`src/rtl/lc2k_exec_unit.sv`:
```
// lc2k_exec_unit: LC2K execute stage with operand-B mux, ALU, BEQ flag and a registered result/timebase stage.
// Optional registered zero/overflow flags are enabled with LC2K_EXEC_FLAGS_EN.
module lc2k_exec_unit #(
  parameter int WIDTH = 32
) (
  input  logic        clk,
  input  logic        rst,
  input  logic [31:0] aluValA,
  input  logic [31:0] regBvalue,
  input  logic [31:0] offsetExtended,
  input  logic        CONTROL_ALUvalB,
  input  logic [1:0]  CONTROL_OPERATION,
  input  logic        CONTROL_ALU_START,
  output logic [31:0] aluValB,
  output logic [31:0] aluResult,
  output logic        CONTROL_BEQ,
  output logic [31:0] aluResultQ,
  output logic        beqQ,
  output logic        CONTROL_ALU_DONE,
`ifdef LC2K_EXEC_FLAGS_EN
  output logic        aluZeroQ,
  output logic        aluOverflowQ,
`endif
  output logic [31:0] cycleCount
);
  logic [31:0] w_sum;
  logic [31:0] w_diff;
  logic [31:0] r_res;
  logic        r_beq;
  logic        r_done;
  logic [31:0] r_cnt;
  assign aluValB = CONTROL_ALUvalB ? offsetExtended : regBvalue;
  assign w_sum   = aluValA + aluValB;
  assign w_diff  = aluValA - aluValB;
  always_comb begin
    aluResult   = CONTROL_OPERATION == 2'b00 ? w_sum :
                  CONTROL_OPERATION == 2'b01 ? ~(aluValA | aluValB) :
                  CONTROL_OPERATION == 2'b10 ? w_diff : aluValA;
    CONTROL_BEQ = (CONTROL_OPERATION == 2'b10) && (aluValA == aluValB);
  end
  always_ff @(posedge clk or posedge rst) begin
    if (rst) begin
      r_res  <= '0;
      r_beq  <= 1'b0;
      r_done <= 1'b0;
      r_cnt  <= '0;
    end else begin
      r_done <= CONTROL_ALU_START;
      r_cnt  <= r_cnt + 32'd1;
      if (CONTROL_ALU_START) begin
        r_res <= aluResult;
        r_beq <= CONTROL_BEQ;
      end
    end
  end
  assign aluResultQ       = r_res;
  assign beqQ             = r_beq;
  assign CONTROL_ALU_DONE = r_done;
  assign cycleCount       = r_cnt;
`ifdef LC2K_EXEC_FLAGS_EN
  logic w_ovf;
  logic r_zero;
  logic r_ovf;
  // Add overflows when like-signed operands give an opposite-signed sum; subtract when unlike-signed.
  assign w_ovf = CONTROL_OPERATION == 2'b00 ? (aluValA[31] == aluValB[31]) && (w_sum[31] != aluValA[31]) :
                 CONTROL_OPERATION == 2'b10 ? (aluValA[31] != aluValB[31]) && (w_diff[31] != aluValA[31]) : 1'b0;
  always_ff @(posedge clk or posedge rst) begin
    if (rst) begin
      r_zero <= 1'b0;
      r_ovf  <= 1'b0;
    end else if (CONTROL_ALU_START) begin
      r_zero <= aluResult == 32'd0;
      r_ovf  <= w_ovf;
    end
  end
  assign aluZeroQ     = r_zero;
  assign aluOverflowQ = r_ovf;
`endif
endmodule

```
`config.mk`:
```
export PLATFORM = sky130hd
export DESIGN_NAME = lc2k_exec_unit
export DESIGN_NICKNAME = d
export VERILOG_FILES = /design/src/rtl/lc2k_exec_unit.sv
export SDC_FILE = /design/constraint.sdc
export NUM_CORES = 1
export LEC_CHECK = 0
export CORE_MARGIN = 2
export CORE_UTILIZATION = 54
export DETAILED_ROUTE_END_ITERATION = 12
export GPL_ROUTABILITY_DRIVEN = 1
export PLACE_DENSITY = 0.95
export SKIP_CTS_REPAIR_TIMING = 1
export SLEW_MARGIN = 20
export SYNTH_ARGS = -nofsm -noshare
export SYNTH_HDL_FRONTEND = slang
export SYNTH_SLANG_ARGS = --single-unit
```
`constraint.sdc`:
```
create_clock -name clk -period 10.7 [get_ports clk]
set_input_delay 1.605 -clock clk [delete_from_list [all_inputs] [get_ports clk]]
set_output_delay 1.605 -clock clk [all_outputs]
set_load 0.02 [all_outputs]
```
Word level (Yosys, flattened, before mapping)
Cells that the tools add are included.
- add/subtract/negate cells: 3
- multiply operators: 0
- divide/modulo/power cells: 0
- $lt $le $gt $ge: 0
- equal/unequal tests: 3
- shift operators: 0
- mux-type cells: 4
- bitwise gates (word level): 2
- reduce and logical (&&, ||, !) cells: 2
- operators by type and width (kind ; count):
    32-bit 2-to-1 mux ; 4
    32-bit by 1-bit adder with 32-bit output, second input constant ; 1
    32-bit adder ; 1
    32-bit == test ; 1
    32-bit inverter ; 1
    32-bit OR ; 1
    32-bit subtractor ; 1
    2-bit by 1-bit == test with 1-bit output, second input constant ; 1
    2-bit == test, second input constant ; 1
    2-bit logical NOT ; 1
    1-bit logical AND ; 1
- register bits: 66
- bits in latches: 0
- bits in writable memories: 0
- ROM bits: 0
- input port bits: 102
- output and inout port bits: 131
- word-level logic and storage cells: 18
- memories kept: 0

Logic depth before layout (Yosys ltp)
- word-level depth: 5
- gate-level depth with buffers: 15
- gate-level depth less buffers: 14

Least setup slack after synthesis
OpenSTA, ideal clock, no wires.
- path kind: input to output
- start point: input port CONTROL_ALUvalB
- end point: output port aluResult[23]
- arrival time: 5.280 ns
- slack: 3.815 ns
- cell stages on the path: 12
- buffers on the path: 2
- path through: clkbuf_1 > buf_1 > mux2i_1 > ha_1 > nand2b_1 > or3b_1 > nor3_1 > nor2_1 > o31ai_1 > a21o_1 > xnor2_1 > o311ai_0
- word-level cells in the longest chain between the ends: 5
- elaborated cells on any way between the ends: 8
- classes of those cells: 2 x add/sub; 4 x mux; 2 x bitwise
- ends and longest elaborated chain (element ; line ; source):
    start, declared ; 11 ; input logic CONTROL_ALUvalB,
    32-bit 2-to-1 mux (*) ; 32 ; assign aluValB = CONTROL_ALUvalB ? offsetExtended : regBvalue;
    32-bit subtractor or 32-bit OR (tied branches) ; 34, 37 ;
    32-bit 2-to-1 mux or 32-bit inverter (tied branches) ; 38, 37 ;
    32-bit 2-to-1 mux ; 37 ; CONTROL_OPERATION == 2'b01 ? ~(aluValA | aluValB) :
    32-bit 2-to-1 mux (*) ; 36 ; aluResult = CONTROL_OPERATION == 2'b00 ? w_sum :
    end, declared ; 15 ; output logic [31:0] aluResult,
Mark *: on every way between the ends. The rest lies on a longest branch, timed or not.

Worst setup path after layout
Same ends and word-level chain as after synthesis.

==> results.md <==
- Layer with the highest usage: met2
- # fillers: 1,094
- Synth area leaders: dfrtp_1, ha_1, xnor2_1
- Fin area: 11,100 um2
- Die W: 128 um
- DR iter-0 viols: 672
- Period utilization: 71.4%
- Actual slew at the worst max-slew pin: 1.03 ns
- Largest family of logic cells by synthesized area: adder cells
- Clock Skew: 0.00874 ns
- Post-Synth Simple-Gate Area: 16.6%
- IO Pins: 233
- Max Freq: 0.131 GHz
- Critical path arrival: 6.03 ns
- Slew HR: 31.1%
- First-pass detailed-route iteration total: 5
- Max VDD drop: 0.0727 mV
- Met2 usage: 58.9%
- Vias in the first global route: 8,467
- Overall routing resource usage: 33.1%
- Fin Setup TNS: 0 ns
- Post-synth EDFFs: 0
- Minimum clock period: 7.64 ns
- Kind of cell adding the most delay to the critical path: buffers and inverters
- Max_cap viols: 0
- CTS Buf Count: 9
- Critical-path cell list: buf_2 -> buf_4 -> mux2i_1 -> ha_1 -> nand2b_1 -> or3b_1 -> nor3_1 -> nor2_1 -> o31ai_1 -> a21o_1 -> xnor2_1 -> o311ai_0 -> clkdlybuf4s50_1
- Xor/xnor cell area share of the yosys netlist: 7.91%
- Synth area leader: dfrtp_1
- Remaining antenna violation count: 0
- Grt total ovfl: 0
- Synth-to-Final Area Change: 33.5%
- RSZ-0062 raised after global routing: no
- Core area: 15,100 um2
- Critical path type: input pin to output pin
- Chip height: 128 um
- Hold Crit Class: flop to flop
- Non-filler instance count after layout: 1,376
- Synthesized-area fraction occupied by adder cells: 19.2%
- Inst Count DP: 1,360
- M3 GR Usage: 6.59%
- Worst EP required: 9.10 ns
- Setup crit start kind: input pin
- Gpl congestion: 0.990
- Initial antenna violation count: 0
- Pwr Total: 1.31 mW
- Diode count: 0
- DP HPWL: 21.1 mm
- Via Count: 8,393
- Pwr/cell area: 118 nW/um2
- Sequential-to-total area share from yosys stat: 19.9%
- IO buf count: 232
- Flops & latches, synth: 66
- Placed cell areas: 10,800 um2
- Worst path bufs/invs: 3
- Mux cell area share after synthesis: 12.9%
- First-pass GRT wire length: 42.8 mm
- DRT Wirelength: 27.3 mm
- Clock transition at the registers of the reported paths: 0.06 ns
- Die area: 16,400 um2
- Largest net degree at the start of global routing: 67
- Slowest CP cell: o31ai_1
- # setup viols final: 0
- CP endpoint kind: output pin
- Remaining DRCs: 0
- CTS H-tree depth: 3
- Primary FF master, synth: dfrtp_1
- Util after Layout: 73.5%
- Fraction of registers with async set/reset: 100%
- Routed len/inst: 19.9 um
- Avg Inst Size Synth: 8.59 um2
- Met1 GRT Util: 38.2%
- Fin. Hold Viols: 0
- Fin nets: 1,411
- Syn_nets: 1,195
- Layout cells sized above 1: 7.15%
- Vias per inst: 6.10
- Leak pwr: 4.98 nW
- Status: finished, final reports clean
- Compound-Gate Fraction of Synth Area: 17.5%
- Share of the synthesized area in the top cell type: 19.9%
- Sink Count: 66
- Post-Syn Instances: 967
- CTS tree: built
- Synth warn: 0
- Peak per-stage delay on the critical path: 0.69 ns
- Clk buf depth: 2
- Final Max Tran Viols: 0
- R2r setup slk: 8.48 ns
- Clk Latency, worst-skew pair: 0.35 ns
- Area of the mapped netlist: 8310 um2
- Core Rows: 45
- Synth cell types: 73
- Peak fanout along the critical path: 32
- Initial Util: 55.0%
- CTS root buffer: clkbuf_16
-- registers in the layout, summed over array words and instances (netlist names) --
register          flops
aluResultQ           32
CONTROL_ALU_DONE      1
beqQ                  1
cycleCount           32
-- power breakdown --
group	total (mW)	internal, mW	switching, mW	leakage (nW)
Clock	0.339	0.206	0.133	0.160
Combinational	0.677	0.306	0.371	3.99
Sequential	0.290	0.276	0.0141	0.835
-- path summary, 6_finish.rpt --
check / startpoint / endpoint / depth (start not counted)
max reg2reg: cycleCount[2]$_DFF_PP0_ / cycleCount[29]$_DFF_PP0_ / 9
min reg2reg: cycleCount[31]$_DFF_PP0_ / cycleCount[31]$_DFF_PP0_ / 1
max in group asynchronous: rst / aluResultQ[17]$_DFFE_PP0P_ / 3
min: cycleCount[31]$_DFF_PP0_ / cycleCount[31]$_DFF_PP0_ / 1
min in group asynchronous: rst / aluResultQ[28]$_DFFE_PP0P_ / 3
max: CONTROL_ALUvalB / aluResult[23] / 13
-- area by class of cell --
cell class | count | area (um2) | share of cell area, %
multi-input combinational | 767 | 6150 | 55.5
timing repair buffer | 237 | 2340 | 21.1
clock buffer | 9 | 225 | 2.03
sequential | 66 | 1650 | 14.9
tap | 188 | 235 | 2.12
clock inverter | 7 | 100 | 0.902
inverter | 102 | 383 | 3.45
-- placed cells by master (no fill, tap or decap), types with 13 or more instances in the layout --
cell type and instances:
inv_1 101, clkdlybuf4s50_1 229, nor2b_1 22, ha_1 124, a21oi_1 52, xor2_1 13
a211oi_1 13, nand3_1 34, mux4_2 18, xnor2_1 62, mux2i_1 39, nand2_1 51
o21ai_0 26, mux2_2 23, nor2_1 83, dfrtp_1 66, nor3_1 16
-- cell usage after synthesis (5+ instances only) --
library cell and n:
buf_1 8, a31oi_1 7, xnor2_1 62, o31ai_1 7, nand4_1 11, inv_1 102
nor4_1 6, mux4_2 18, nand2b_1 12, o211ai_1 9, nor3_1 16, nand2_1 51
a21o_1 10, nor2_1 83, dfrtp_1 66, o21bai_1 9, or3_1 7, a211oi_1 13
a21oi_1 52, ha_1 124, nor2b_1 22, o311ai_0 5, o21ai_0 26, clkbuf_1 24
and3_1 12, xor2_1 13, o21a_1 12, nand3_1 34, and2_1 7, mux2_2 23
a41oi_1 5, mux2i_1 39
-- metrics by stage --
step                      worst slack, ns  hold WS [ns]
after floorplan                      3.82         0.569
after global routing                 2.87         0.493
final                                3.06         0.474
after global placement               3.36         0.472
after CTS                            3.14         0.479
after detailed placement             3.24         0.472
-- kinds of logic after synthesis --
kind of cell / count (synthesis)
multiplexers: 81
adder cells (fa/ha/maj): 126
AND/OR/NAND/NOR: 278
buffers and inverters: 134
flip-flops: 66
AO/OA/AOI/OAI: 207
XOR/XNOR: 75
-- metal layers --
layer | share of wire (%) | vias up
li1 | - | 3846
met1 | 39 | 3968
met2 | 49 | 485
met3 | 8.4 | 92
met4 | 3.7 | 2
met5 | 0.029 | -
Power figures use the tool's default switching activity.
